[src/rtl/cpu_types_pkg.sv]
// Shared types for the fetch stage.
//   fstate_t     : fetch FSM state (RUN, HOLD, HALTED)
//   if_id_t      : IF/ID pipeline register contents {valid, instr, pc, npc}
//   IF_ID_BUBBLE : all-zero, invalid IF/ID entry
//   make_if_id() : builds a valid entry with npc = pc + 4 (modulo 2^32)
package cpu_types_pkg;

    typedef enum logic [1:0] {
        RUN    = 2'd0,
        HOLD   = 2'd1,
        HALTED = 2'd2
    } fstate_t;

    typedef struct packed {
        logic        valid;
        logic [31:0] instr;
        logic [31:0] pc;
        logic [31:0] npc;
    } if_id_t;

    localparam if_id_t IF_ID_BUBBLE = '{valid: 1'b0, instr: 32'h0, pc: 32'h0, npc: 32'h0};

    function automatic if_id_t make_if_id(input logic [31:0] instr, input logic [31:0] pc);
        if_id_t e;
        e.valid = 1'b1;
        e.instr = instr;
        e.pc    = pc;
        e.npc   = pc + 32'd4;
        return e;
    endfunction

endpackage

[src/rtl/fetch_stage_if.sv]
// Signal bundle between the fetch stage and its environment (I-cache, hazard
// unit, execute redirect, decode).
//   master : the fetch stage side (drives imem request and IF/ID outputs)
//   slave  : the environment side
// Signals: stall, flush, pc_mux, target_pc, halt, ihit, imemload (into fetch);
//          imemREN, imemaddr, id_valid, id_instr, id_pc, id_npc, fstate (out).
interface fetch_stage_if;
    import cpu_types_pkg::*;

    logic        stall;
    logic        flush;
    logic        pc_mux;
    logic [31:0] target_pc;
    logic        halt;
    logic        ihit;
    logic [31:0] imemload;
    logic        imemREN;
    logic [31:0] imemaddr;
    logic        id_valid;
    logic [31:0] id_instr;
    logic [31:0] id_pc;
    logic [31:0] id_npc;
    fstate_t     fstate;

    modport master (
        input  stall, flush, pc_mux, target_pc, halt, ihit, imemload,
        output imemREN, imemaddr, id_valid, id_instr, id_pc, id_npc, fstate
    );

    modport slave (
        output stall, flush, pc_mux, target_pc, halt, ihit, imemload,
        input  imemREN, imemaddr, id_valid, id_instr, id_pc, id_npc, fstate
    );

endinterface

[src/rtl/fetch_stage_pc_reg.sv]
// Program counter register with its next-PC mux.
//   CLK, RST : clock, synchronous active-high reset (PC <= PC_INIT)
//   load     : take the redirect target (word aligned)
//   inc      : advance to PC + 4 (ignored when load is set)
//   target   : redirect address, bits [1:0] dropped
//   pc       : current PC
//   pc_plus4 : PC + 4, wraps modulo 2^32
module fetch_stage_pc_reg #(
    parameter logic [31:0] PC_INIT = 32'h0000_0000
) (
    input  logic        CLK,
    input  logic        RST,
    input  logic        load,
    input  logic        inc,
    input  logic [31:0] target,
    output logic [31:0] pc,
    output logic [31:0] pc_plus4
);

    logic unused_target_lsbs;
    assign unused_target_lsbs = ^target[1:0];

    assign pc_plus4 = pc + 32'd4;

    always_ff @(posedge CLK) begin
        if (RST) begin
            pc <= PC_INIT;
        end else if (load) begin
            pc <= {target[31:2], 2'b00};
        end else if (inc) begin
            pc <= pc_plus4;
        end
    end

endmodule

[src/rtl/fetch_stage.sv]
// Instruction-fetch stage with IF/ID pipeline register and a one-entry hold
// buffer that keeps an instruction returned during a stall so it is not
// refetched.
//   CLK, RST : clock, synchronous active-high reset
//   fbus     : fetch_stage_if.master (hazard controls, redirect, halt, I-cache
//              request/response, IF/ID outputs, fstate for observation)
// Per-cycle priority: RST > halt > pc_mux > flush > stall > normal.
module fetch_stage
    import cpu_types_pkg::*;
#(
    parameter logic [31:0] PC_INIT = 32'h0000_0000
) (
    input  logic          CLK,
    input  logic          RST,
    fetch_stage_if.master fbus
);

    logic [31:0] pc;
    logic [31:0] pc_plus4;
    logic        pc_load;
    logic        pc_inc;

    fstate_t fstate_q;
    if_id_t  if_id_q;
    if_id_t  hold_q;
    logic    ren_q;

    // The PC only moves on a redirect or when a word actually returns in RUN;
    // this covers the flush, stall-capture and normal fetch cases alike.
    always_comb begin
        pc_load = 1'b0;
        pc_inc  = 1'b0;
        if (fstate_q != HALTED && !fbus.halt) begin
            pc_load = fbus.pc_mux;
            pc_inc  = !fbus.pc_mux && fstate_q == RUN && fbus.ihit;
        end
    end

    fetch_stage_pc_reg #(
        .PC_INIT (PC_INIT)
    ) u_pc_reg (
        .CLK      (CLK),
        .RST      (RST),
        .load     (pc_load),
        .inc      (pc_inc),
        .target   (fbus.target_pc),
        .pc       (pc),
        .pc_plus4 (pc_plus4)
    );

    // imemREN is registered: it is set for the state being entered, so it is
    // high exactly while fstate is RUN.
    always_ff @(posedge CLK) begin
        if (RST) begin
            fstate_q <= RUN;
            if_id_q  <= IF_ID_BUBBLE;
            hold_q   <= IF_ID_BUBBLE;
            ren_q    <= 1'b1;
        end else if (fstate_q == HALTED) begin
            // Only reset leaves HALTED.
            ren_q <= 1'b0;
        end else if (fbus.halt) begin
            fstate_q <= HALTED;
            if_id_q  <= IF_ID_BUBBLE;
            hold_q   <= IF_ID_BUBBLE;
            ren_q    <= 1'b0;
        end else if (fbus.pc_mux) begin
            fstate_q <= RUN;
            if_id_q  <= IF_ID_BUBBLE;
            hold_q   <= IF_ID_BUBBLE;
            ren_q    <= 1'b1;
        end else if (fbus.flush) begin
            // Any word returning this cycle is dropped; PC still advances.
            if_id_q <= IF_ID_BUBBLE;
        end else if (fbus.stall) begin
            if (fstate_q == RUN && fbus.ihit) begin
                hold_q   <= make_if_id(fbus.imemload, pc);
                fstate_q <= HOLD;
                ren_q    <= 1'b0;
            end
        end else if (fstate_q == HOLD) begin
            if_id_q  <= hold_q;
            hold_q   <= IF_ID_BUBBLE;
            fstate_q <= RUN;
            ren_q    <= 1'b1;
        end else if (fbus.ihit) begin
            if_id_q <= make_if_id(fbus.imemload, pc);
        end else begin
            if_id_q <= IF_ID_BUBBLE;
        end
    end

    assign fbus.imemaddr = pc;
    assign fbus.imemREN  = ren_q;
    assign fbus.id_valid = if_id_q.valid;
    assign fbus.id_instr = if_id_q.instr;
    assign fbus.id_pc    = if_id_q.pc;
    assign fbus.id_npc   = if_id_q.npc;
    assign fbus.fstate   = fstate_q;

    logic unused_pc_plus4;
    assign unused_pc_plus4 = ^pc_plus4;

endmodule

[src/flat_wrapper.sv]
// flat-port wrapper written by rule: the top's interface ports become plain ports
module fetch_stage_flat import cpu_types_pkg::*;
#(
    parameter logic [31:0] PC_INIT = 32'h0000_0000
)
  (CLK, RST, fbus_stall, fbus_flush, fbus_pc_mux, fbus_target_pc, fbus_halt, fbus_ihit, fbus_imemload, fbus_imemREN, fbus_imemaddr, fbus_id_valid, fbus_id_instr, fbus_id_pc, fbus_id_npc, fbus_fstate);
  fetch_stage_if fbus_i ();
  input  logic CLK;
  input  logic RST;
  input wire logic [$bits(fbus_i.stall)-1:0] fbus_stall;
  input wire logic [$bits(fbus_i.flush)-1:0] fbus_flush;
  input wire logic [$bits(fbus_i.pc_mux)-1:0] fbus_pc_mux;
  input wire logic [$bits(fbus_i.target_pc)-1:0] fbus_target_pc;
  input wire logic [$bits(fbus_i.halt)-1:0] fbus_halt;
  input wire logic [$bits(fbus_i.ihit)-1:0] fbus_ihit;
  input wire logic [$bits(fbus_i.imemload)-1:0] fbus_imemload;
  output wire logic [$bits(fbus_i.imemREN)-1:0] fbus_imemREN;
  output wire logic [$bits(fbus_i.imemaddr)-1:0] fbus_imemaddr;
  output wire logic [$bits(fbus_i.id_valid)-1:0] fbus_id_valid;
  output wire logic [$bits(fbus_i.id_instr)-1:0] fbus_id_instr;
  output wire logic [$bits(fbus_i.id_pc)-1:0] fbus_id_pc;
  output wire logic [$bits(fbus_i.id_npc)-1:0] fbus_id_npc;
  output wire logic [$bits(fbus_i.fstate)-1:0] fbus_fstate;
  assign fbus_i.stall = fbus_stall;
  assign fbus_i.flush = fbus_flush;
  assign fbus_i.pc_mux = fbus_pc_mux;
  assign fbus_i.target_pc = fbus_target_pc;
  assign fbus_i.halt = fbus_halt;
  assign fbus_i.ihit = fbus_ihit;
  assign fbus_i.imemload = fbus_imemload;
  assign fbus_imemREN = fbus_i.imemREN;
  assign fbus_imemaddr = fbus_i.imemaddr;
  assign fbus_id_valid = fbus_i.id_valid;
  assign fbus_id_instr = fbus_i.id_instr;
  assign fbus_id_pc = fbus_i.id_pc;
  assign fbus_id_npc = fbus_i.id_npc;
  assign fbus_fstate = fbus_i.fstate;
  fetch_stage #(.PC_INIT(PC_INIT)) u_core (.CLK(CLK), .RST(RST), .fbus(fbus_i));
endmodule
[config.mk]
export PLATFORM = sky130hd
export DESIGN_NAME = fetch_stage_flat
export DESIGN_NICKNAME = d
export VERILOG_FILES = /design/src/rtl/cpu_types_pkg.sv /design/src/rtl/fetch_stage_if.sv /design/src/rtl/fetch_stage_pc_reg.sv /design/src/rtl/fetch_stage.sv /design/src/flat_wrapper.sv
export SDC_FILE = /design/constraint.sdc
export NUM_CORES = 1
export LEC_CHECK = 0
export ABC_CLOCK_PERIOD_IN_PS = 2900
export CORE_MARGIN = 1
export CORE_UTILIZATION = 35
export CTS_BUF_LIST = sky130_fd_sc_hd__clkbuf_4
export DETAILED_ROUTE_END_ITERATION = 8
export PLACE_DENSITY = 0.68
export SLEW_MARGIN = 15
export SYNTH_ARGS = -nofsm -noshare
export SYNTH_HDL_FRONTEND = slang
export SYNTH_SLANG_ARGS = --single-unit
[constraint.sdc]
create_clock -name CLK -period 2.9 [get_ports CLK]
set_input_delay 0.58 -clock CLK [delete_from_list [all_inputs] [get_ports CLK]]
set_output_delay 0.58 -clock CLK [all_outputs]
set_load 0.01 [all_outputs]
* After elaboration in Yosys (flattened, before gate mapping)
Cells that the tools add are included.
Storage, ports and cells: register bits after elaboration 229, latch bits 0, RAM bits 0, memories kept 0, bits in read-only memories 0
Cells by class: multiply operators 0, bitwise gates (word level) 1, shifts and indexed selects 0, multiplexer cells 29, $lt $le $gt $ge 0, div/mod/pow operators 0, reductions and logical operators 14, $add $sub $neg 1, equal/unequal tests 8
Operators with widths (number):
- $mux 97 | 12
- $mux 32 | 2
- $add 32x3->32 const B | 1
- $mux 2 | 6
- $ne 4x1->1 const B | 3
- $mux 1 | 9
- $ne 5x1->1 const B | 1
- $reduce_bool 5->1 | 1
- $logic_and 1x1->1 | 4
- $reduce_and 4->1 | 1
- $reduce_bool 4->1 | 1
- $ne 3x1->1 const B | 1
- $reduce_and 3->1 | 1
- $eq 2x1->1 const B | 1
- $eq 2x2->1 const B | 1
- $logic_not 1->1 | 2
- $logic_not 2->1 | 1
- $ne 2x2->1 const B | 1
- $reduce_and 2->1 | 1
- $reduce_bool 2->1 | 1
- $reduce_or 2->1 | 1
- $not 1->1 | 1

* Longest topological paths before layout
Gate-level depths: netlist of the first run.
word-level depth 8, gate-level depth with buffers 9, gate-level depth less buffers 6

* Hierarchy
From an unflattened synthesis of the first run, not the netlist that was laid out.
Unflattened totals: cell total of the unflattened synthesis 1411, area, all modules 10764.1 um2
Modules (own cells, without submodules):
- fetch_stage | instances 1, area an instance 8466.9 um2, cells an instance 1107
- fetch_stage_pc_reg | instances 1, area an instance 2297.2 um2, cells an instance 304

* Least setup slack after synthesis of the first run
Ideal clock, no wire load.
kind input to register, start input port fbus_halt, end register u_core.if_id_q (netlist bit u_core.fbus.id_pc[8]), setup time 0.065 ns, arrival time 1.992 ns, buffers on the path 4, cell stages on the path 9, data required time 2.835 ns, slack 0.843 ns, cells stage by stage or3_1 buf_2 or3_1 clkbuf_1 buf_6 buf_6 a21oi_2 a21oi_1 nor2_2
On the way: cells in the longest elaborated chain, start to end 2, elaborated cells between the ends (all ways) 3
Ends and longest elaborated chain:
- start, declared | RTL line flat_wrapper.sv:14 | input wire logic [$bits(fbus_i.halt)-1:0] fbus_halt;
- $ne 4x1->1 (no line)
- $reduce_and 2->1 (no line)
- end signal, assigned | RTL line fetch_stage.sv:82 | if_id_q <= hold_q;
- end signal, assigned | RTL line fetch_stage.sv:87 | if_id_q <= make_if_id(fbus.imemload, pc);
- end, declared | RTL line fetch_stage.sv:24 | if_id_t if_id_q;
Parallel ways exist; a longest one is shown, timed or not. A chain may end at the register's enable or synchronous reset.

* Worst setup path in the final report of the first run
start register u_core.fstate_q[0] (netlist: u_core.fbus.fstate[0]), end output port fbus_fstate[0]
RTL lines:
- start, declared | RTL line fetch_stage.sv:23 | fstate_t fstate_q;
- start signal, assigned | RTL line fetch_stage.sv:55 | fstate_q <= RUN;
- start signal, assigned | RTL line fetch_stage.sv:63 | fstate_q <= HALTED;
- start signal, assigned | RTL line fetch_stage.sv:68 | fstate_q <= RUN;
- end, declared | RTL line flat_wrapper.sv:23 | output wire logic [$bits(fbus_i.fstate)-1:0] fbus_fstate;
No word-level cell between the ends.

==> results.txt, run 1 <==
Post-CTS Resized = 0
XOR/XNOR share of the synthesized area = 0.04811
Initial Util = 0.3607
CP Class = reg -> out
cell taking the most area after synthesis = dfxtp_1
die width = 169.6 µm
met3 usage = 0.04594
Post-synth EDFFs = 0
Core Area = 27250 µm²
worst path arrival time = 2000 ps
gr busiest metal = met2
First-pass DRT Iterations = 5
Post-synth ARST share = 0
total routed wirelength = 31080 µm
pre-CTS setup slack = 170.4 ps
Crit path max-delay family = buffers and inverters
Final setup viols = 0
Slew Viols, Final = 0
synthesized instance count = 1123
Worst setup EP type = primary output
final worst path period need = 2576 ps
total of max-cap violations = 0
largest net degree at the start of global routing = 62
Sink Count = 218
met2 Usage GRT = 0.3380
ranking of synthesized cells by area = dfxtp_1, a22o_1, a21oi_1
Clock Pin Slew Worst Setup and Hold Paths = 80 ps
post-synthesis adder-cell area fraction = 0.001273
CTS tree = yes
layout cells sized above 1 = 0.1817
outcome = finished, final reports clean
Req. time, crit path = 2320 ps
Hold WS = 285.3 ps
Main synth FF type = dfxtp_1
htree depth = 2
Worst path max stage delay = 690 ps
fin crit share = 0.8882
compound-cell area share of the yosys netlist = 0.2398
Hold Path Class = in -> reg
# rows = 60
Hold Violations, Final = 0
pwr dens = 505.9 nW/µm²
Synth cell types = 67
Synth top area share = 0.4439
# fillers = 2688
crit-path cells = clkdlybuf4s50_1
DIE AREA = 28760 µm²
hold-fix buffer count after cts = 0
leak pwr = 4.407 nW
Worst-Margin Slew = 784.1 ps
initial DRC count = 770
Worst IR Drop VDD = 0.1911 mV
Die Ht = 169.6 µm
hpwl dp = 20420 µm
fmax = 388.2 MHz
remaining antenna violation count = 0
gr usage total = 0.2116
TritonCTS buffer count = 59
Ports = 203
final worst setup slack = 324.2 ps
DR vias = 9152
post-synthesis sequential area ratio = 0.4439
post-route insts no fill = 1727
DRC errors left = 0
Synth Cell Area = 9831 µm²
worst-skew pair later-pin latency = 690 ps
area added between synthesis and finish = 31.70%
RePlAce Congestion = 0.8251
Design Power = 6.550 mW
Post-CTS Setup Bufs = 0
combinational family with the most area after synthesis = compound AO/OA/AOI/OAI gates
YS warnings = 0
Worst Skew = 50.47 ps
vias in the first global route = 8813
crit path launch type = register
Synth Area in Simple Gates = 0.2016
placed insts = 1623
Mapped Avg Cell Area = 8.754 µm²
multiplexer area fraction after synthesis = 0.001018
most numerous cell in the Yosys netlist = dfxtp_1
top post-synthesis cells by count = dfxtp_1, nand2_1, a21oi_1
first-pass GRT wire length = 48310 µm
initial antenna violation count = 1
global route total overflow = 0
wire per inst = 17.99 µm
Synth Register Bits = 218
Setup TNS = 0 ps
worst path buffer plus inverter count = 1
vias per inst = 5.299
Buffers on Ports = 194
Clock Path Buffers = 3
Layout Nets = 1384
relative slew slack = 0.4772
RSZ-0062 raised after global routing = false
root buf cell = clkbuf_4
grt met1 use = 0.2778
Slowest cell on crit path = clkdlybuf4s50_1
worst-path maximum fanout = 12
==> worst register-to-register path: stages (launching register included) <==
cell and delay [ps]:
dfxtp_1 570, nand3_1 360, nor4_4 590, nand3_2 210, xor2_1 220, o41ai_2 280
==> report_power, final <==
group	switching (mW)	internal, mW	total [mW]	leakage [nW]
clock	1.29	1.48	2.76	0.449
sequential	0.0604	3.04	3.10	1.76
combinational	0.395	0.294	0.689	2.20
total	1.74	4.81	6.55	4.41
==> layout by cell type (no fill, tap or decap), types with 10 or more instances in the layout <==
| master | instances |
|---|---|
| nor3_1 | 13 |
| dfxtp_1 | 218 |
| nand3_1 | 79 |
| xnor2_1 | 28 |
| o21ai_0 | 17 |
| o22ai_1 | 10 |
| buf_12 | 12 |
| xor2_1 | 26 |
| nand2_1 | 117 |
| a22o_1 | 71 |
| clkbuf_4 | 89 |
| a22oi_1 | 20 |
| nand4_1 | 10 |
| nor2_2 | 29 |
| clkinv_1 | 11 |
| a211oi_1 | 23 |
| a21oi_2 | 40 |
| a21oi_1 | 98 |
| clkdlybuf4s50_1 | 192 |
| buf_4 | 37 |
| nor2_1 | 80 |
| o21ai_1 | 19 |
==> logic make-up (layout without fill, tap and decap cells) <==
group           Yosys count  after routing
simple gates            390            390
compound gates          332            332
flops                   218            218
buf+inv                 126            352
xor+xnor                 54             54
fa+ha+maj                 1              1
other cells               1              7
mux                       1              1
==> per-stage QoR <==
step,instance area [µm²],util
6_report,12950,0.4751
5_1_grt,12950,0.4751
4_1_cts,12940,0.4750
3_5_place_dp,12190,0.4474
3_3_place_gp,12190,0.4474
2_1_floorplan,9849,-
==> worst paths after layout <==
kind	endpoint	startpoint	slack, ps	cells after the start
worst max-delay path	fbus_fstate[0]	u_core.fbus.fstate[0]	320	1
worst min-delay path	u_core.fbus.id_pc[5]	RST	290	2
worst max register to register	u_core.fbus.id_npc[31]	u_core.u_pc_reg.pc[9]	580	5
worst min register to register	u_core.hold_q[24]	u_core.hold_q[24]	450	2
==> final cells by class <==
type                    count  area [µm²]  share of cell area
multi-input cells         784        4892              0.3779
flip-flops and latches    218        4364              0.3371
repair buffers            242        2445              0.1888
clock buffers              89       668.1             0.05160
well taps                 372       465.4             0.03595
clock inverters            14       83.83            0.006475
inverters                   7       26.28            0.002029
diodes                      1       2.502           0.0001933
==> per-layer routing <==
metal  vias to the layer above  routed length [µm]
li1                       4407                   -
met1                      4327               13900
met2                       363               14260
met3                        55                2185
met4                         0                 731
met5                         -                   0
==> flip-flops by register name, indices dropped and copies added (netlist names) <==
name / count
u_core.fbus.id_valid: 1
u_core.fbus.imemREN: 1
u_core.u_pc_reg.pc: 30
u_core.fbus.id_instr: 32
u_core.fbus.id_npc: 30
u_core.fbus.id_pc: 30
u_core.fbus.fstate: 2
u_core.hold_q: 92
(Power assumes the default switching activity.)
==> inputs of run 2 (changes only) <==
--- a/config.mk
+++ b/config.mk
@@ -7,10 +7,10 @@
 export LEC_CHECK = 0
 export ABC_CLOCK_PERIOD_IN_PS = 2900
 export CORE_MARGIN = 1
-export CORE_UTILIZATION = 35
+export CORE_UTILIZATION = 55
 export CTS_BUF_LIST = sky130_fd_sc_hd__clkbuf_4
 export DETAILED_ROUTE_END_ITERATION = 8
-export PLACE_DENSITY = 0.68
+export PLACE_DENSITY = 0.95
 export SLEW_MARGIN = 15
 export SYNTH_ARGS = -nofsm -noshare
 export SYNTH_HDL_FRONTEND = slang
==> constraint.sdc (replaced) <==
create_clock -name CLK -period 2.9 [get_ports CLK]
set_input_delay 0.435 -clock CLK [delete_from_list [all_inputs] [get_ports CLK]]
set_output_delay 0.435 -clock CLK [all_outputs]
set_load 0.01 [all_outputs]
==> run 2 against run 1 <==
Effect of this change:
- the flow now finishes with violations (DRC)
- global-route usage is 10 points higher
- final cell count fell by 10%
- worst hold slack worse by 49 ps
- combinational power fell by 6.1%
- clock power down 14%
- design area shrank 3.8%
- sequential cell count is the same
- clock skew decreased by 4.6 ps
- largest cell class unchanged
- largest power group unchanged
==> results.txt, run 2 (synthesis gave the netlist of run 1 again) <==
outcome = finished with violations
failing checks = DRC
RePlAce Congestion = 0.8817
Post-CTS Setup Bufs = 0
Slew Viols, Final = 0
first-pass GRT wire length = 45820 µm
DRC errors left = 2
Worst-Margin Slew = 661.8 ps
worst-path maximum fanout = 12
crit-path cells = clkdlybuf4s50_1
fin crit share = 0.8243
CP Class = reg -> out
fmax = 418.3 MHz
global route total overflow = 0
# fillers = 1247
TritonCTS buffer count = 54
htree depth = 2
Sink Count = 218
Hold Path Class = in -> reg
Worst path max stage delay = 670 ps
Setup TNS = 0 ps
crit path launch type = register
Most flops, register = u_core.hold_q
gr usage total = 0.3134
DIE AREA = 18410 µm²
Final setup viols = 0
initial DRC count = 839
Req. time, crit path = 2470 ps
Slowest cell on crit path = clkdlybuf4s50_1
commonest non-fill, non-tap cell in the layout = dfxtp_1
RSZ-0062 raised after global routing = false
wire per inst = 18.94 µm
Initial Util = 0.5664
worst-skew pair later-pin latency = 690 ps
root buf cell = clkbuf_4
First-pass DRT Iterations = 8
pwr dens = 493.0 nW/µm²
commonest cells after routing, fill and taps aside = dfxtp_1, clkdlybuf4s50_1, nand2_1
layout cells sized above 1 = 0.1698
Hold Violations, Final = 0
hold-fix buffer count after cts = 0
Worst setup EP type = primary output
total routed wirelength = 29370 µm
Ports = 203
Die Ht = 135.7 µm
vias per inst = 6.121
initial antenna violation count = 1
relative slew slack = 0.5547
area added between synthesis and finish = 26.69%
Clock Path Buffers = 3
Layout Nets = 1372
Buffers on Ports = 194
Clock Pin Slew Worst Setup and Hold Paths = 70 ps
Worst Skew = 45.85 ps
Post-CTS Resized = 0
remaining antenna violation count = 0
DR vias = 9494
Hold WS = 236.6 ps
total of max-cap violations = 0
max FFs per register = 92
leak pwr = 4.250 nW
worst path buffer plus inverter count = 1
hpwl dp = 18990 µm
CTS tree = yes
Worst IR Drop VDD = 0.2802 mV
final worst path period need = 2390 ps
Core Area = 17360 µm²
vias in the first global route = 9337
# rows = 48
largest net degree at the start of global routing = 62
worst path arrival time = 1960 ps
die width = 135.7 µm
Crit path max-delay family = buffers and inverters
[run 2: through the flow]
stage | util | cells | power (mW) | cell area [µm²] | setup WS [ps]
5_1_grt | 0.7176 | 1551 | 6.365 | 12450 | 408.1
3_5_place_dp | 0.6830 | 1469 | 3.807 | 11860 | 145.7
6_report | 0.7176 | 1551 | 6.140 | 12450 | 509.6
2_1_floorplan | - | 1128 | 3.517 | 9849 | 928.3
4_1_cts | 0.7174 | 1550 | 6.161 | 12450 | 490.7
3_3_place_gp | 0.6830 | 1469 | 3.790 | 11860 | 192.2
[run 2: path summary, 6_finish.rpt]
| path | slack [ps] | to | from | cells past startpoint |
|---|---|---|---|---|
| setup reg to reg | 570 | u_core.u_pc_reg.pc[26] | u_core.u_pc_reg.pc[3] | 6 |
| hold / removal | 240 | u_core.fbus.id_instr[27] | RST | 2 |
| hold reg to reg | 450 | u_core.hold_q[20] | u_core.hold_q[20] | 2 |
| setup / recovery | 510 | fbus_fstate[0] | u_core.fbus.fstate[0] | 1 |
[run 2: layout make-up]
cell class	instances	area, µm²	area share
antenna	1	2.502	0.0002009
clock buffer	78	585.6	0.04702
clock inverter	3	11.26	0.0009042
inverter	7	26.28	0.002110
multi-input combinational	784	4891	0.3927
sequential	218	4364	0.3504
tap	225	281.5	0.02260
timing repair buffer	235	2292	0.1840
[run 2: metal layers]
layer  up-vias  GRT usage  share of wire
met1      4473     0.3771           0.40
met3        99    0.08156           0.10
met2       564     0.5153           0.47
li1       4358          -              -
met4         0     0.1573          0.031
met5         -          0              0
[run 2: where the power goes]
group | switching (mW) | internal (mW)
registers | 0.0747 | 3.04
clock network | 1.18 | 1.20
logic | 0.373 | 0.274
